File: src/rtl/mac_cfg_slave_if.sv
// Avalon-MM register-bus bundle between the MAC init master
// and the MAC control register bank.
interface mac_cfg_slave_if;
   logic [7:0]  address;
   logic        write;
   logic        read;
   logic [31:0] writedata;
   logic [31:0] readdata;
   logic        waitrequest;

   modport master (
      output address, write, read, writedata,
      input  readdata, waitrequest
   );

   modport slave (
      input  address, write, read, writedata,
      output readdata, waitrequest
   );
endinterface

File: src/rtl/mac_cfg_slave.sv
// MAC control register bank: Avalon-MM slave with programmable
// waitrequest stall, exported config fields and sticky init_done.
module mac_cfg_slave #(
   parameter int unsigned WAIT_CYCLES = 2,
   parameter logic [15:0] FRM_LEN_RST = 16'd1518,
   parameter logic [31:0] REV_ID      = 32'h0000_0901
) (
   input  logic          clk,
   input  logic          reset,
   mac_cfg_slave_if.slave bus,
   output logic [31:0]   cfg_command,
   output logic [15:0]   cfg_frm_length,
   output logic [3:0]    cfg_fifo_thr,
   output logic [2:0]    cfg_pcs_ctrl,
   output logic          cfg_update,
   output logic          init_done
);

   typedef enum logic [1:0] {
      S_IDLE,
      S_WAIT,
      S_ACK
   } state_t;

   localparam logic [3:0] LP_WAIT = 4'(WAIT_CYCLES);

   localparam logic [7:0] A_REV = 8'h00;
   localparam logic [7:0] A_CMD = 8'h02;
   localparam logic [7:0] A_FRM = 8'h05;
   localparam logic [7:0] A_THR = 8'h0E;
   localparam logic [7:0] A_PCS = 8'h94;

   state_t      r_state;
   state_t      w_next;
   logic [3:0]  r_cnt;
   logic [3:0]  w_cnt_nxt;
   logic        w_latch;
   logic        w_wait;
   logic        w_req;

   logic [7:0]  r_addr;
   logic [31:0] r_wdata;
   logic        r_op_wr;

   logic [31:0] r_cmd;
   logic [15:0] r_frm;
   logic [3:0]  r_thr;
   logic [2:0]  r_pcs;
   logic [2:0]  r_flags;
   logic        r_upd;
   logic        r_init;

   logic        w_commit;
   logic        w_mapped;
   logic [31:0] w_rmux;

   assign w_req = bus.write | bus.read;

   always_ff @(posedge clk or negedge reset) begin
      if (!reset) begin
         r_state <= S_IDLE;
         r_cnt   <= '0;
      end else begin
         r_state <= w_next;
         r_cnt   <= w_cnt_nxt;
      end
   end

   always_comb begin
      w_next    = r_state;
      w_cnt_nxt = r_cnt;
      w_latch   = 1'b0;
      w_wait    = 1'b1;
      unique case (r_state)
         S_IDLE: begin
            if (w_req) begin
               w_latch   = 1'b1;
               w_cnt_nxt = LP_WAIT;
               w_next    = (LP_WAIT == 4'd0) ? S_ACK : S_WAIT;
            end
         end
         S_WAIT: begin
            // a dropped request abandons the transfer
            if (!w_req) begin
               w_next = S_IDLE;
            end else if (r_cnt <= 4'd1) begin
               w_next = S_ACK;
            end else begin
               w_cnt_nxt = r_cnt - 4'd1;
            end
         end
         S_ACK: begin
            w_wait = 1'b0;
            w_next = S_IDLE;
         end
         default: w_next = S_IDLE;
      endcase
   end

   always_ff @(posedge clk or negedge reset) begin
      if (!reset) begin
         r_addr  <= '0;
         r_wdata <= '0;
         r_op_wr <= 1'b0;
      end else if (w_latch) begin
         r_addr  <= bus.address;
         r_wdata <= bus.writedata;
         r_op_wr <= bus.write;
      end
   end

   always_comb begin
      w_mapped = 1'b0;
      w_rmux   = '0;
      unique case (r_addr)
         A_REV: w_rmux = REV_ID;
         A_CMD: begin
            w_mapped = 1'b1;
            w_rmux   = r_cmd;
         end
         A_FRM: begin
            w_mapped = 1'b1;
            w_rmux   = {16'd0, r_frm};
         end
         A_THR: begin
            w_mapped = 1'b1;
            w_rmux   = {28'd0, r_thr};
         end
         A_PCS: begin
            w_mapped = 1'b1;
            w_rmux   = {29'd0, r_pcs};
         end
         default: begin
            w_mapped = 1'b0;
            w_rmux   = '0;
         end
      endcase
   end

   assign w_commit = (r_state == S_ACK) && r_op_wr;

   always_ff @(posedge clk or negedge reset) begin
      if (!reset) begin
         r_cmd   <= '0;
         r_frm   <= FRM_LEN_RST;
         r_thr   <= '0;
         r_pcs   <= '0;
         r_flags <= '0;
         r_upd   <= 1'b0;
         r_init  <= 1'b0;
      end else begin
         r_upd  <= w_commit && w_mapped;
         r_init <= r_init | (&r_flags);
         if (w_commit) begin
            unique case (r_addr)
               A_CMD: begin
                  r_cmd      <= r_wdata;
                  r_flags[0] <= 1'b1;
               end
               A_FRM: r_frm <= r_wdata[15:0];
               A_THR: begin
                  r_thr      <= r_wdata[3:0];
                  r_flags[1] <= 1'b1;
               end
               A_PCS: begin
                  r_pcs      <= r_wdata[2:0];
                  r_flags[2] <= 1'b1;
               end
               default: r_flags <= r_flags;
            endcase
         end
      end
   end

   assign bus.waitrequest = w_wait;
   assign bus.readdata    = ((r_state == S_ACK) && !r_op_wr) ? w_rmux : '0;

   assign cfg_command    = r_cmd;
   assign cfg_frm_length = r_frm;
   assign cfg_fifo_thr   = r_thr;
   assign cfg_pcs_ctrl   = r_pcs;
   assign cfg_update     = r_upd;
   assign init_done      = r_init;

endmodule

File: src/flat_wrapper.sv
// flat-port wrapper written by rule: the top's interface ports become plain ports
module mac_cfg_slave_flat 
#(
   parameter int unsigned WAIT_CYCLES = 2,
   parameter logic [15:0] FRM_LEN_RST = 16'd1518,
   parameter logic [31:0] REV_ID      = 32'h0000_0901
)
  (clk, reset, cfg_command, cfg_frm_length, cfg_fifo_thr, cfg_pcs_ctrl, cfg_update, init_done, bus_address, bus_write, bus_read, bus_writedata, bus_readdata, bus_waitrequest);
  mac_cfg_slave_if bus_i ();
  input  logic clk;
  input  logic reset;
  output logic [31:0] cfg_command;
  output logic [15:0] cfg_frm_length;
  output logic [3:0] cfg_fifo_thr;
  output logic [2:0] cfg_pcs_ctrl;
  output logic cfg_update;
  output logic init_done;
  input wire logic [$bits(bus_i.address)-1:0] bus_address;
  input wire logic [$bits(bus_i.write)-1:0] bus_write;
  input wire logic [$bits(bus_i.read)-1:0] bus_read;
  input wire logic [$bits(bus_i.writedata)-1:0] bus_writedata;
  output wire logic [$bits(bus_i.readdata)-1:0] bus_readdata;
  output wire logic [$bits(bus_i.waitrequest)-1:0] bus_waitrequest;
  assign bus_i.address = bus_address;
  assign bus_i.write = bus_write;
  assign bus_i.read = bus_read;
  assign bus_i.writedata = bus_writedata;
  assign bus_readdata = bus_i.readdata;
  assign bus_waitrequest = bus_i.waitrequest;
  mac_cfg_slave #(.WAIT_CYCLES(WAIT_CYCLES), .FRM_LEN_RST(FRM_LEN_RST), .REV_ID(REV_ID)) u_core (.clk(clk), .reset(reset), .bus(bus_i), .cfg_command(cfg_command), .cfg_frm_length(cfg_frm_length), .cfg_fifo_thr(cfg_fifo_thr), .cfg_pcs_ctrl(cfg_pcs_ctrl), .cfg_update(cfg_update), .init_done(init_done));
endmodule
File: config.mk
export PLATFORM = sky130hd
export DESIGN_NAME = mac_cfg_slave_flat
export DESIGN_NICKNAME = d
export VERILOG_FILES = /design/src/rtl/mac_cfg_slave_if.sv /design/src/rtl/mac_cfg_slave.sv /design/src/flat_wrapper.sv
export SDC_FILE = /design/constraint.sdc
export NUM_CORES = 1
export LEC_CHECK = 0
export CAP_MARGIN = 20
export CELL_PAD_IN_SITES_DETAIL_PLACEMENT = 0
export CELL_PAD_IN_SITES_GLOBAL_PLACEMENT = 1
export CORE_ASPECT_RATIO = 1.25
export CORE_UTILIZATION = 38
export DETAILED_ROUTE_END_ITERATION = 16
export PLACE_DENSITY_LB_ADDON = 0.12
export SKIP_LAST_GASP = 1
export SYNTH_ARGS = -nofsm -noshare
export SYNTH_HDL_FRONTEND = slang
export SYNTH_SLANG_ARGS = --single-unit
File: constraint.sdc
create_clock -name clk -period 2.65 [get_ports clk]
set_clock_uncertainty 0.2 [all_clocks]
set_input_delay 0.53 -clock clk [delete_from_list [all_inputs] [get_ports clk]]
set_output_delay 0.53 -clock clk [all_outputs]
set_load 0.02 [all_outputs]
==> metrics.txt <==
post-route ant nets 0; I/O Pins 134; DRC errors left 0; initial detailed-routing violation count 90; Post-synth EDFFs 0; overall power 5.32 mW; Root Driver clkbuf_16; Clock Power Share 0.289; worst min path class register to register; Layout area overhead 49.6%; Largest delay share family, worst path simple AND/OR/NAND/NOR gates; CTS Buf Count 9; switching power 1.51 mW; Worst Max-Slew Pin Slew ~0.62 ns; die area 0.0128 sq mm; count of port buffers added during placement between 100 and 150; CP Capture Type output pin; CP Cell Sequence or4_4 > or4b_4 > a31oi_4 > buf_6; Nets 554; Worst EP arrival 2.19 ns; share of cells above drive strength 1 0.444; Yosys cell types 50; DRT Wirelength 11,800 um; crit path launch u_core.r_addr[6]; reg-to-reg setup timing slack 0.22 ns; Cell Pwr Density 760 mW/mm^2; CP max-delay cell or4_4; number of iterations in the first detailed-routing pass 4; RSZ-0062 raised after global routing yes; antenna violations before repair 0; Synthesized Nets around 390; Post-Syn Area per Cell 13.8 sq um; Int Pwr roughly 3.8 mW; Placer Congestion 0.765; crit share post-route 1.10; Crit path buffers/inverters 1; CP Max Fanout 4; Avg WL per Cell 17.5 um; sw frac 0.285; Final Max Slew Viols 0; FFs w/ async S/R, synth 1.00; sequential area share after synthesis 0.574; Avg Vias per Cell between 5 and 6; Lkg Pwr 3.14 nW; Final Hold Viols 0; diodes inserted 0; Synth Flop Type dfrtp_1; Hold Crit Start u_core.r_flags[0]; Sequential Power Share 0.431; hold_ws 0.285 ns; setup TNS -5.84 ns; critical path required time 1.92 ns; clk_lat worst skew between 0.3 and 0.4 ns; PnR worst setup slack -0.270 ns; flops & latches, synth 107; maxcap violations 0; GR Overflow Total 0; pin count of the biggest net entering global routing 48; vias 3,379; slowest stage delay, CP approximately 0.58 ns; maximum clock frequency 342 MHz; startpoint class of the critical path register; row cnt 44; CTS tree done; hpwl dp 7900 um; Global Route Usage Sum 0.191; CTS sink count 107; cell area after synthesis around 0.0047 sq mm; starting density of the core 0.397; Slew Limit Headroom 0.587; final std cells w/o fill between 600 and 700; Die W slightly above 100 um; combinational power share 0.280; Die H 126 um; Syn Inst Count 339; Min Clock Period, post-route a little under 3 ns; clock slew at reported path FFs 0.07 ns; status complete, but fails checks; dpl cells 646; failing checks setup timing; vias in the first global route 3,456; H-tree levels 3; Setup Crit Path Kind register to output pin; YS warnings 0; Finished Core Util 0.594; global-route wire length before repair 18,300 um; VDD IR max 0.362 mV; final setup vio count 32; Clock Path Buffers 2; Reg2Reg Launch Point u_core.r_addr[4]; core area 0.0118 sq mm
==> power by group through the flow <==
stage / sequential, mW / clock [mW] / combinational [mW]
global placement: 2.29 / 0 / 1.35
finish: 2.29 / 1.54 / 1.49
CTS: 2.29 / 1.58 / 1.43
detailed placement: 2.32 / 0 / 1.38
floorplan: 2.26 / 0 / 0.910
global route: 2.35 / 1.64 / 1.61
==> layout by cell type (no fill, tap or decap), types with 3 or more instances in the layout <==
cell type | netlist | layout
clkbuf_16 | 0 | 10
buf_12 | 0 | 7
nand2_1 | 4 | 4
buf_6 | 2 | 12
nor2_1 | 24 | 12
clkdlybuf4s50_1 | 0 | 100
a22o_1 | 3 | 3
dfrtp_1 | 99 | 99
nor3_1 | 3 | 3
bufinv_16 | 0 | 3
dfstp_2 | 8 | 8
mux2_1 | 6 | 6
and3_1 | 17 | 16
mux2_2 | 90 | 90
inv_1 | 3 | 3
nor2_4 | 0 | 6
or2_2 | 4 | 4
buf_4 | 7 | 55
a22oi_1 | 11 | 11
nor2_2 | 0 | 6
==> Yosys cell counts (2+ instances only) <==
master | count | area share
nor2_1 | 24 | 0.019
and2_1 | 3 | 0.0040
or3b_2 | 2 | 0.0037
dfrtp_1 | 99 | 0.53
inv_1 | 3 | 0.0024
mux2_1 | 6 | 0.014
a222oi_1 | 2 | 0.0043
or2_2 | 4 | 0.0053
or2b_1 | 2 | 0.0032
dfstp_2 | 8 | 0.045
nand2b_1 | 2 | 0.0027
mux2_2 | 90 | 0.22
o211ai_1 | 2 | 0.0032
nand2_2 | 2 | 0.0027
xor2_1 | 2 | 0.0037
nand2_1 | 4 | 0.0032
nor3_1 | 3 | 0.0032
a22o_1 | 3 | 0.0056
nor4_1 | 3 | 0.0040
clkbuf_1 | 6 | 0.0048
a22oi_1 | 11 | 0.018
a32oi_1 | 2 | 0.0037
buf_4 | 7 | 0.011
ha_1 | 2 | 0.0053
buf_6 | 2 | 0.0048
buf_2 | 4 | 0.0043
and3_1 | 17 | 0.023
o21ai_0 | 2 | 0.0021
==> final cells by class <==
type	count	area [sq um]
inverters	3	11.3
well taps	161	201
repair buffers	177	1750
multi-input cells	210	1990
clock buffers	11	243
clock inverters	5	108
flip-flops and latches	107	2690
fillers	1012	4780
==> metrics by stage <==
stage	setup slack [ns]	instance area (sq um)
2_1_floorplan	-0.211	4680
3_3_place_gp	-0.364	6390
3_5_place_dp	-0.389	6390
4_1_cts	-0.279	6790
5_1_grt	-0.349	7000
6_report	-0.270	7000
==> logic make-up (layout without fill, tap and decap cells) <==
logic type                 Yosys count  in the layout  synth area share
DFF                                107            107             0.574
muxes                               97             97             0.233
and+or+nand+nor                     79             79             0.103
AOI/OAI and AO/OA                   30             30            0.0524
buffers and inverters               22            196            0.0275
adders and majority gates            2              2           0.00535
xor gates and xnor gates             2              2           0.00375
==> state kept, by name, summed over array words and instances (netlist names) <==
name and count:
u_core.cfg_command 32, u_core.r_wdata 32, u_core.cfg_frm_length 16, u_core.r_addr 8, u_core.cfg_fifo_thr 4, u_core.r_cnt 4
u_core.cfg_pcs_ctrl 3, u_core.r_flags 3, u_core.r_state 2, u_core.cfg_update 1, u_core.init_done 1, u_core.r_op_wr 1
==> worst paths after layout <==
check / end / cells after the start
worst max-delay path: bus_readdata[0] / 4
min in group asynchronous: u_core.r_addr[7] / 2
max in group asynchronous: u_core.cfg_frm_length[6] / 3
worst min-delay path: u_core.r_flags[0] / 1
worst min register to register: u_core.r_flags[0] / 1
worst max register to register: u_core.cfg_command[28] / 9
==> layer usage <==
metal | up-vias | global-route usage | routed length (um)
met3 | 12 | 0.0461 | 606
met2 | 83 | 0.324 | 6090
met1 | 1715 | 0.236 | 4920
met4 | 0 | 0.0665 | 175
li1 | 1569 | - | -
met5 | - | 0 | 0
==> what timing repair did <==
action | in CTS | in global routing
endpoints found under the setup margin | 32 | 32
endpoints found under the hold margin | 2 | 0
buffers inserted | 6 | 2
hold buffers | 1 | 0
gates resized for setup | 167 | 40
pin swaps | 3 | 8
cloned | 1 | 2
==> worst register-to-register path: stages (launching register included) <==
cell	delay (ns)
dfrtp_1	0.43
buf_6	0.14
nor4_4	0.26
buf_4	0.16
and2_4	0.22
buf_16	0.17
buf_4	0.13
nand2_2	0.04
buf_4	0.22
mux2_1	0.34
Power figures use the tool's default switching activity.
